$ cat src/rtl/cpu_pkg.sv
// Shared widths and helpers for the integer register-file write path.
// Pure declarations; no timing or flow-control behaviour lives here.
package cpu_pkg;

  localparam int XLEN       = 32;
  localparam int REG_ADDR_W = 5;
  localparam int NUM_REGS   = 32;
  localparam int LD_DEPTH   = 4;

  typedef logic [REG_ADDR_W-1:0] reg_addr_t;
  typedef logic [NUM_REGS-1:0]   reg_mask_t;

  // One-hot register mask; x0 never appears because it is never pending.
  function automatic reg_mask_t reg_onehot(input reg_addr_t a);
    reg_mask_t v;
    v = '0;
    if (a != '0) v[a] = 1'b1;
    return v;
  endfunction

endpackage

$ cat src/rtl/wb_ld_fifo.sv
// In-order queue of load destination addresses; head visible combinationally.
// Zero-latency head, push ignored when full and pop ignored when empty.
module wb_ld_fifo
  import cpu_pkg::*;
#(
  parameter int DEPTH = LD_DEPTH,
  parameter int W     = REG_ADDR_W
) (
  input  logic         clk,
  input  logic         rst,
  input  logic         push,
  input  logic [W-1:0] push_dat,
  input  logic         pop,
  output logic [W-1:0] head,
  output logic         full,
  output logic         empty
);

  localparam int PW    = $clog2(DEPTH);
  localparam int CNT_W = PW + 1;

  logic [W-1:0]     mem [DEPTH];
  logic [PW-1:0]    wr_ptr;
  logic [PW-1:0]    rd_ptr;
  logic [CNT_W-1:0] count;
  logic             do_push;
  logic             do_pop;

  assign full    = (count == CNT_W'(DEPTH));
  assign empty   = (count == '0);
  assign head    = mem[rd_ptr];
  assign do_push = push && !full;
  assign do_pop  = pop && !empty;

  // DEPTH is a power of two, so the pointers wrap by plain overflow.
  always_ff @(posedge clk) begin
    if (rst) begin
      wr_ptr <= '0;
      rd_ptr <= '0;
      count  <= '0;
    end else begin
      if (do_push) wr_ptr <= wr_ptr + 1'b1;
      if (do_pop)  rd_ptr <= rd_ptr + 1'b1;
      case ({do_push, do_pop})
        2'b10:   count <= count + 1'b1;
        2'b01:   count <= count - 1'b1;
        default: count <= count;
      endcase
    end
  end

  always_ff @(posedge clk) begin
    if (do_push) mem[wr_ptr] <= push_dat;
  end

endmodule

$ cat src/rtl/regfile_writeback.sv
// Register-file write front end: ALU results and in-order load returns, plus RAW scoreboard.
// One registered cycle to the write port; ALU wins arbitration and load returns wait while it writes.
module regfile_writeback #(
  parameter int XLEN     = cpu_pkg::XLEN,
  parameter int LD_DEPTH = cpu_pkg::LD_DEPTH
) (
  input  logic                          clk,
  input  logic                          rst,
  input  logic                          alu_valid,
  input  logic [cpu_pkg::REG_ADDR_W-1:0] alu_rd,
  input  logic [XLEN-1:0]               alu_data,
  input  logic                          ld_issue_valid,
  input  logic [cpu_pkg::REG_ADDR_W-1:0] ld_issue_rd,
  output logic                          ld_issue_ready,
  input  logic                          ld_rsp_valid,
  input  logic [XLEN-1:0]               ld_rsp_data,
  output logic                          ld_rsp_ready,
  input  logic [cpu_pkg::REG_ADDR_W-1:0] rs1,
  input  logic [cpu_pkg::REG_ADDR_W-1:0] rs2,
  output logic                          stall,
  output logic [cpu_pkg::NUM_REGS-1:0]  busy,
  output logic [cpu_pkg::REG_ADDR_W-1:0] rd,
  output logic [XLEN-1:0]               w_data,
  output logic                          reg_write
);

  import cpu_pkg::*;

  logic      alu_win;
  logic      ld_push;
  logic      ld_pop;
  logic      fifo_full;
  logic      fifo_empty;
  reg_addr_t head_rd;
  reg_mask_t busy_q;
  reg_mask_t busy_set;
  reg_mask_t busy_clr;

  assign alu_win        = alu_valid && (alu_rd != '0);
  assign ld_issue_ready = !fifo_full && ((ld_issue_rd == '0) || !busy_q[ld_issue_rd]);
  assign ld_push        = ld_issue_valid && ld_issue_ready;
  assign ld_rsp_ready   = !fifo_empty && !alu_win;
  assign ld_pop         = ld_rsp_valid && ld_rsp_ready;

  wb_ld_fifo #(
    .DEPTH (LD_DEPTH),
    .W     (REG_ADDR_W)
  ) u_ld_fifo (
    .clk      (clk),
    .rst      (rst),
    .push     (ld_push),
    .push_dat (ld_issue_rd),
    .pop      (ld_pop),
    .head     (head_rd),
    .full     (fifo_full),
    .empty    (fifo_empty)
  );

  always_ff @(posedge clk) begin
    if (rst) begin
      rd        <= '0;
      w_data    <= '0;
      reg_write <= 1'b0;
    end else if (alu_win) begin
      rd        <= alu_rd;
      w_data    <= alu_data;
      reg_write <= 1'b1;
    end else if (ld_pop) begin
      rd        <= head_rd;
      w_data    <= ld_rsp_data;
      reg_write <= (head_rd != '0);
    end else begin
      reg_write <= 1'b0;
    end
  end

  // Clear on the edge the file is written; a same-edge new issue must survive.
  always_comb begin
    busy_set = '0;
    busy_clr = '0;
    if (ld_push)   busy_set = reg_onehot(ld_issue_rd);
    if (reg_write) busy_clr = reg_onehot(rd);
  end

  always_ff @(posedge clk) begin
    if (rst) busy_q <= '0;
    else     busy_q <= (busy_q & ~busy_clr) | busy_set;
  end

  assign busy  = busy_q;
  assign stall = ((rs1 != '0) && busy_q[rs1]) || ((rs2 != '0) && busy_q[rs2]);

endmodule

$ cat config.mk
export PLATFORM = sky130hd
export DESIGN_NAME = regfile_writeback
export DESIGN_NICKNAME = d
export VERILOG_FILES = /design/src/rtl/cpu_pkg.sv /design/src/rtl/wb_ld_fifo.sv /design/src/rtl/regfile_writeback.sv
export SDC_FILE = /design/constraint.sdc
export NUM_CORES = 1
export LEC_CHECK = 0
export CAP_MARGIN = 20
export CORE_ASPECT_RATIO = 0.8
export CORE_MARGIN = 8
export CORE_UTILIZATION = 43
export CTS_CLUSTER_DIAMETER = 60
export CTS_CLUSTER_SIZE = 14
export DETAILED_ROUTE_END_ITERATION = 6
export GPL_ROUTABILITY_DRIVEN = 0
export PLACE_DENSITY = 0.88
export SLEW_MARGIN = 5
export SYNTH_ARGS = -nofsm -noshare
export SYNTH_HDL_FRONTEND = slang
export SYNTH_SLANG_ARGS = --single-unit
$ cat constraint.sdc
create_clock -name clk -period 2.8 [get_ports clk]
set_input_delay 0.28 -clock clk [delete_from_list [all_inputs] [get_ports clk]]
set_output_delay 0.28 -clock clk [all_outputs]
set_load 0.05 [all_outputs]
==> metrics.txt, run 1 <==
post-synthesis adder-cell area fraction=0.0153; row count=36; Global Route met2 Usage=0.346; power per cell area=501 nW/um^2; Synth top cells by count=79 x dfxtp_1, 58 x nor2_1, 57 x mux2i_1; Antenna Nets Post-Route=0; Final Setup Violations=0; CP required=2.52 ns; initial DRC count=727; Clock power frac=0.312; Routed WL=17800 um; CP arrival=2.45 ns; asr flop ratio synth=0; initial antenna violation count=0; Tcrit/Tclk final=0.973; CTS clk-pin slew, worst paths=0.07 ns; maxcap violations=0; worst vdd ir=0.000364 V; Critical Path Source Type=flip-flop; top-count cell post-synth=dfxtp_1; I/O pins=162; 1st-pass router iterations=6; CP endpoint kind=output pin; # H-tree levels=3; number of global-route vias before repair=4954; Synth Area in Simple Gates=0.140; global-route usage over all layers=0.208; beginning of the worst hold path=ld_issue_rd[2]; Slew @ Worst Pin=0.856 ns; fin crit period=2.73 ns; Synth Instances=506; Clock Tree Root=clkbuf_16; final max-slew violation count=0; CTS tree=done; die area=16500 sq um; R2R setup slack=0.08 ns; sequential share of power=0.420; Post-Synthesis Cell Area=5410 sq um; Synth area leader=dfxtp_1; endpoints failing hold=0; met1 usage=0.257; Warnings, synthesis=0; met3 GRT Util=0.0633; starting density of the core=0.442; DIE HEIGHT=116 um; sw frac=0.302; global routing's busiest layer=met2; sequential area share after synthesis=0.403; core area=12300 sq um; Hold Buf Count CTS=0; Synth area leaders=dfxtp_1 29%, edfxtp_1 11%, mux2i_1 11%, mux4_2 9.6%, a211oi_2 8.3%; Synth Area in Compound Gates=0.180; post-synthesis cell type count=56; Hold Crit Class=in -> reg; origin of the worst setup path=busy[2]; wire per inst=20.9 um; Longest Clk Path Bufs=2; Clock Latency Late Sink=0.35 ns; logic gate share of total power=0.268; number of cells after detailed placement=833; skew final=0.00663 ns; Synth-to-Final Area Change=42.6%; via/cell ratio=5.84; internal power=2.70 mW; antenna cell count=0; syn nets=601; mux cell area share after synthesis=0.208; NetSw=1.17 mW; gr ovfl total=0; syn avg cell area=10.7 sq um; Die X=141 um; Layout Cells excl Fill=856; post-synth top area share=0.292; CP Max Fanout=5; Nets=775; share of layout cells above drive strength 1=0.220; Max Clk Rate=0.367 GHz; xor/xnor share of the synthesized area=0.00647; dominant synthesized flop cell=dfxtp_1; Static Leak=2.66 nW; relative slew slack=0.425; Post-synth EDFFs=20; # port buffers=161; CTS buffer count=9; DRC viols=0; detailed placement HPWL=12900 um; first-pass GRT wire length=26900 um; Via Count=5003; hold_ws=0.304 ns; CTS sink count=99; crit path kind=reg -> out; reg-to-reg startpoint=busy[2]; largest family of logic cells by synthesized area=multiplexers; largest net degree at the start of global routing=55; outcome=completed; #FFs+latches synth=99
[cells in the final DEF (no fill, tap or decap), types with 2 or more instances in the layout]
| cell type | instances |
|---|---|
| mux4_2 | 23 |
| clkbuf_16 | 10 |
| nand2_1 | 10 |
| or2_2 | 6 |
| nand3b_1 | 10 |
| nor3_1 | 3 |
| edfxtp_1 | 20 |
| nand2b_1 | 10 |
| nor2_1 | 58 |
| buf_12 | 4 |
| nand3_1 | 7 |
| clkbuf_1 | 5 |
| a21oi_1 | 4 |
| dfxtp_1 | 68 |
| xor2_1 | 3 |
| o221ai_1 | 2 |
| clkbuf_2 | 3 |
| and2_1 | 4 |
| dfxtp_2 | 10 |
| a211oi_2 | 36 |
| o32ai_2 | 2 |
| o2bb2ai_1 | 8 |
| o32ai_1 | 2 |
| or3b_2 | 2 |
| and3_1 | 2 |
| ha_1 | 5 |
| mux2i_1 | 56 |
| or3_1 | 4 |
| clkdlybuf4s50_1 | 152 |
| inv_1 | 8 |
| o21ai_0 | 29 |
| nor4_1 | 4 |
| nor2b_1 | 16 |
| o22ai_1 | 10 |
| or3b_1 | 2 |
| buf_4 | 41 |
| o21ai_1 | 18 |
[logic make-up (layout without fill, tap and decap cells)]
| kind of cell | Yosys count | after routing |
|---|---|---|
| AO/OA/AOI/OAI | 120 | 120 |
| XOR/XNOR | 4 | 4 |
| adder cells (fa/ha/maj) | 6 | 6 |
| buffers and inverters | 49 | 228 |
| flip-flops | 99 | 99 |
| multiplexers | 83 | 83 |
| AND/OR/NAND/NOR | 145 | 145 |
[layer usage]
metal,up-vias,wire (um)
li1,2238,-
met1,2361,6910
met2,364,8390
met3,40,2190
met4,0,358
met5,-,0
[critical path, cell delays in order (launching register included)]
cell	delay [ns]
dfxtp_1	0.39
mux2i_1	0.19
o22ai_1	0.13
a222oi_1	0.46
buf_4	0.20
and3_1	0.17
a21oi_1	0.05
a31oi_1	0.31
buf_12	0.19
[cell type report]
class / instances / area, sq um
multi-input cells: 358 / 3020
fillers: 932 / 4530
flip-flops and latches: 99 / 2200
repair buffers: 203 / 1970
clock inverters: 2 / 37.5
clock buffers: 14 / 244
well taps: 171 / 214
inverters: 9 / 33.8
[per-stage QoR]
step                      TNS [ns]   util  worst slack (ns)  power (mW)  instance area (sq um)
after floorplan                  0      -           0.00322        2.28                   5420
after global placement      -0.643  0.597            -0.405        2.63                   7320
after detailed placement     -3.52  0.597            -0.540        2.66                   7320
after CTS                        0  0.624           0.00801        3.87                   7650
after global routing       -0.0200  0.630           -0.0197        4.01                   7720
final                            0  0.630            0.0747        3.87                   7720
[state kept, by name, indices dropped and copies added (netlist names), named ones only]
name,flops
u_ld_fifo.wr_ptr,2
w_data,32
rd,5
u_ld_fifo.rd_ptr,2
u_ld_fifo.mem,20
u_ld_fifo.count,3
reg_write,1
busy,32
[power groups by stage]
stage	combinational, mW	sequential (mW)	clock, mW
after CTS	1.02	1.62	1.22
after detailed placement	1.01	1.65	0
after global placement	0.988	1.64	0
final	1.04	1.62	1.21
after global routing	1.09	1.63	1.28
after floorplan	0.476	1.80	0
[worst paths after layout]
| check | endpoint | depth (start not counted) |
|---|---|---|
| max reg2reg | u_ld_fifo.count[2] | 12 |
| min reg2reg | busy[0] | 1 |
| min | busy[1] | 2 |
| max | ld_issue_ready | 8 |
[timing repair]
item | in CTS | in global routing
setup buffers | 5 | 1
resized for setup | 7 | 24
cloned | 0 | 1
pin swaps | 1 | 2
setup endpoints to repair | 3 | 3
(Power assumes the default switching activity.)
==> run 2, diff against run 1 <==
Settings changed: CORE_ASPECT_RATIO 0.8 to not set, HOLD_SLACK_MARGIN set to 0.12, PLACE_DENSITY 0.88 to 0.77.
==> run 2 against run 1 <==
  * Global-route usage down 0.70 points
  * Critical endpoint is now u_ld_fifo.count[2]
  * Worst setup slack better by 0.10 ns
  * Via count down 3.0%
  * Clock skew up 0.0045 ns
==> metrics.txt, run 2 (synthesis gave the netlist of run 1 again) <==
outcome=completed; Final Cell Area=7800 sq um; hold_ws=0.292 ns; placed inst area=7390 sq um; largest net degree at the start of global routing=76; first-pass GRT wire length=26000 um; # H-tree levels=3; starting density of the core=0.434; sequential cell area=2190 sq um; Static Leak=2.72 nW; CTS buffer count=9; crit-path leading delay family=simple AND/OR/NAND/NOR gates; Clock Latency Late Sink=0.34 ns; Slew @ Worst Pin=0.774 ns; Final Setup Violations=0; via/cell ratio=5.61; CP max stage cell=or3b_1; worst vdd ir=0.000277 V; crit path cell chain=clkdlybuf4s15_1 > or3b_1 > o221ai_1 > a222oi_1 > and3_1 > a21o_1 > inv_2 > ha_1 > inv_1 > fa_1 > xor2_1 > or3_1 > a21oi_1; RSZ-0062 raised after global routing=no; Nets=782; final setup TNS=0 ns; crit path kind=in -> reg; # port buffers=161; I/O pins=162; most frequent cells in the layout=152 x clkdlybuf4s50_1, 73 x dfxtp_1, 58 x nor2_1, 54 x mux2i_1, 44 x buf_4; initial DRC count=485; skew final=0.0111 ns; area occupied by multi-input gates=3020 sq um; power per cell area=491 nW/um^2; Routed WL=16900 um; fillers=989; Critical Path Source Type=input pin; 1st-pass router iterations=5; most common cell after layout, fill and taps aside=clkdlybuf4s50_1; CTS tree=done; die area=16400 sq um; CP endpoint kind=flip-flop; global-route usage over all layers=0.201; Layout Cells excl Fill=864; endpoints failing hold=0; Synth-to-Final Area Change=44.2%; share of layout cells above drive strength 1=0.221; Tcrit/Tclk final=0.937; DIE HEIGHT=128 um; Final Power=3.83 mW; CP required=3.07 ns; CTS sink count=99; wire per inst=19.5 um; CP Max Fanout=9; antenna cell count=0; final max-slew violation count=0; Hold Crit Class=in -> reg; detailed placement HPWL=12700 um; Via Count=4851; maxcap violations=0; number of cells after detailed placement=838; core area=12500 sq um; row count=41; gr ovfl total=0; CP arrival=2.90 ns; Antenna Nets Post-Route=0; Die X=128 um; number of global-route vias before repair=4673; Clock Tree Root=clkbuf_16; max incr delay on CP=0.38 ns; initial antenna violation count=0; Max Clk Rate=0.381 GHz; Longest Clk Path Bufs=2; CP Buf/Inv Count=3; CTS clk-pin slew, worst paths=0.07 ns; fin crit period=2.62 ns; DRC viols=0; relative slew slack=0.481
[run 2: changes by cell type in the layout (fill, tap and decap cells not counted), moves of 2 or more]
| cell | previous run | this run |
|---|---|---|
| buf_4 | 41 | 44 |
| clkbuf_2 | 3 | 1 |
| inv_6 | 0 | 2 |
| dfxtp_2 | 10 | 6 |
| inv_8 | 0 | 2 |
| mux2i_1 | 56 | 54 |
| buf_6 | 0 | 2 |
| dfxtp_1 | 68 | 73 |
| buf_12 | 4 | 7 |
| clkbuf_1 | 5 | 0 |
[run 2: timing repair]
item                                    CTS  global route
pin swaps                                 2             3
hold buffers                              0             0
resized for setup                         5            15
setup buffers                             3             7
endpoints found under the setup margin    3             4
[run 2: worst paths after layout]
path	start	endpoint	slack, ns	cells after the start
min reg2reg	busy[0]	busy[0]	0.50	1
min	rst	u_ld_fifo.count[0]	0.29	2
max reg2reg	u_ld_fifo.count[2]	u_ld_fifo.count[2]	0.20	13
max	ld_issue_rd[2]	u_ld_fifo.count[2]	0.18	13
[run 2: cell type report]
class                      instances  area share
timing repair buffer             210       0.264
tap                              172      0.0276
multi-input combinational        358       0.387
clock inverter                     7     0.00737
sequential                        99       0.281
inverter                           9     0.00433
clock buffer                       9      0.0289
[run 2: per-stage QoR]
| stage | setup slack (ns) | utilization |
|---|---|---|
| 2_1_floorplan | 0.00322 | - |
| 3_3_place_gp | -0.397 | 0.592 |
| 3_5_place_dp | -0.522 | 0.592 |
| 4_1_cts | 0.00395 | 0.618 |
| 5_1_grt | 0.00325 | 0.626 |
| 6_report | 0.175 | 0.626 |
[run 2: power breakdown]
part	internal, mW	leakage [nW]	switching [mW]	total (mW)
clock network	0.619	0.142	0.563	1.18
registers	1.54	0.833	0.0780	1.62
logic	0.471	1.74	0.563	1.03
total	2.63	2.72	1.20	3.83
[run 2: layer usage]
metal | part of all wire | wire (um) | global-route usage | up-vias
met3 | 0.077 | 1290 | 0.0445 | 30
met2 | 0.50 | 8390 | 0.337 | 203
met5 | 0 | 0 | 0 | -
met1 | 0.41 | 6860 | 0.249 | 2356
met4 | 0.019 | 322 | 0.0706 | 0
li1 | - | - | - | 2262
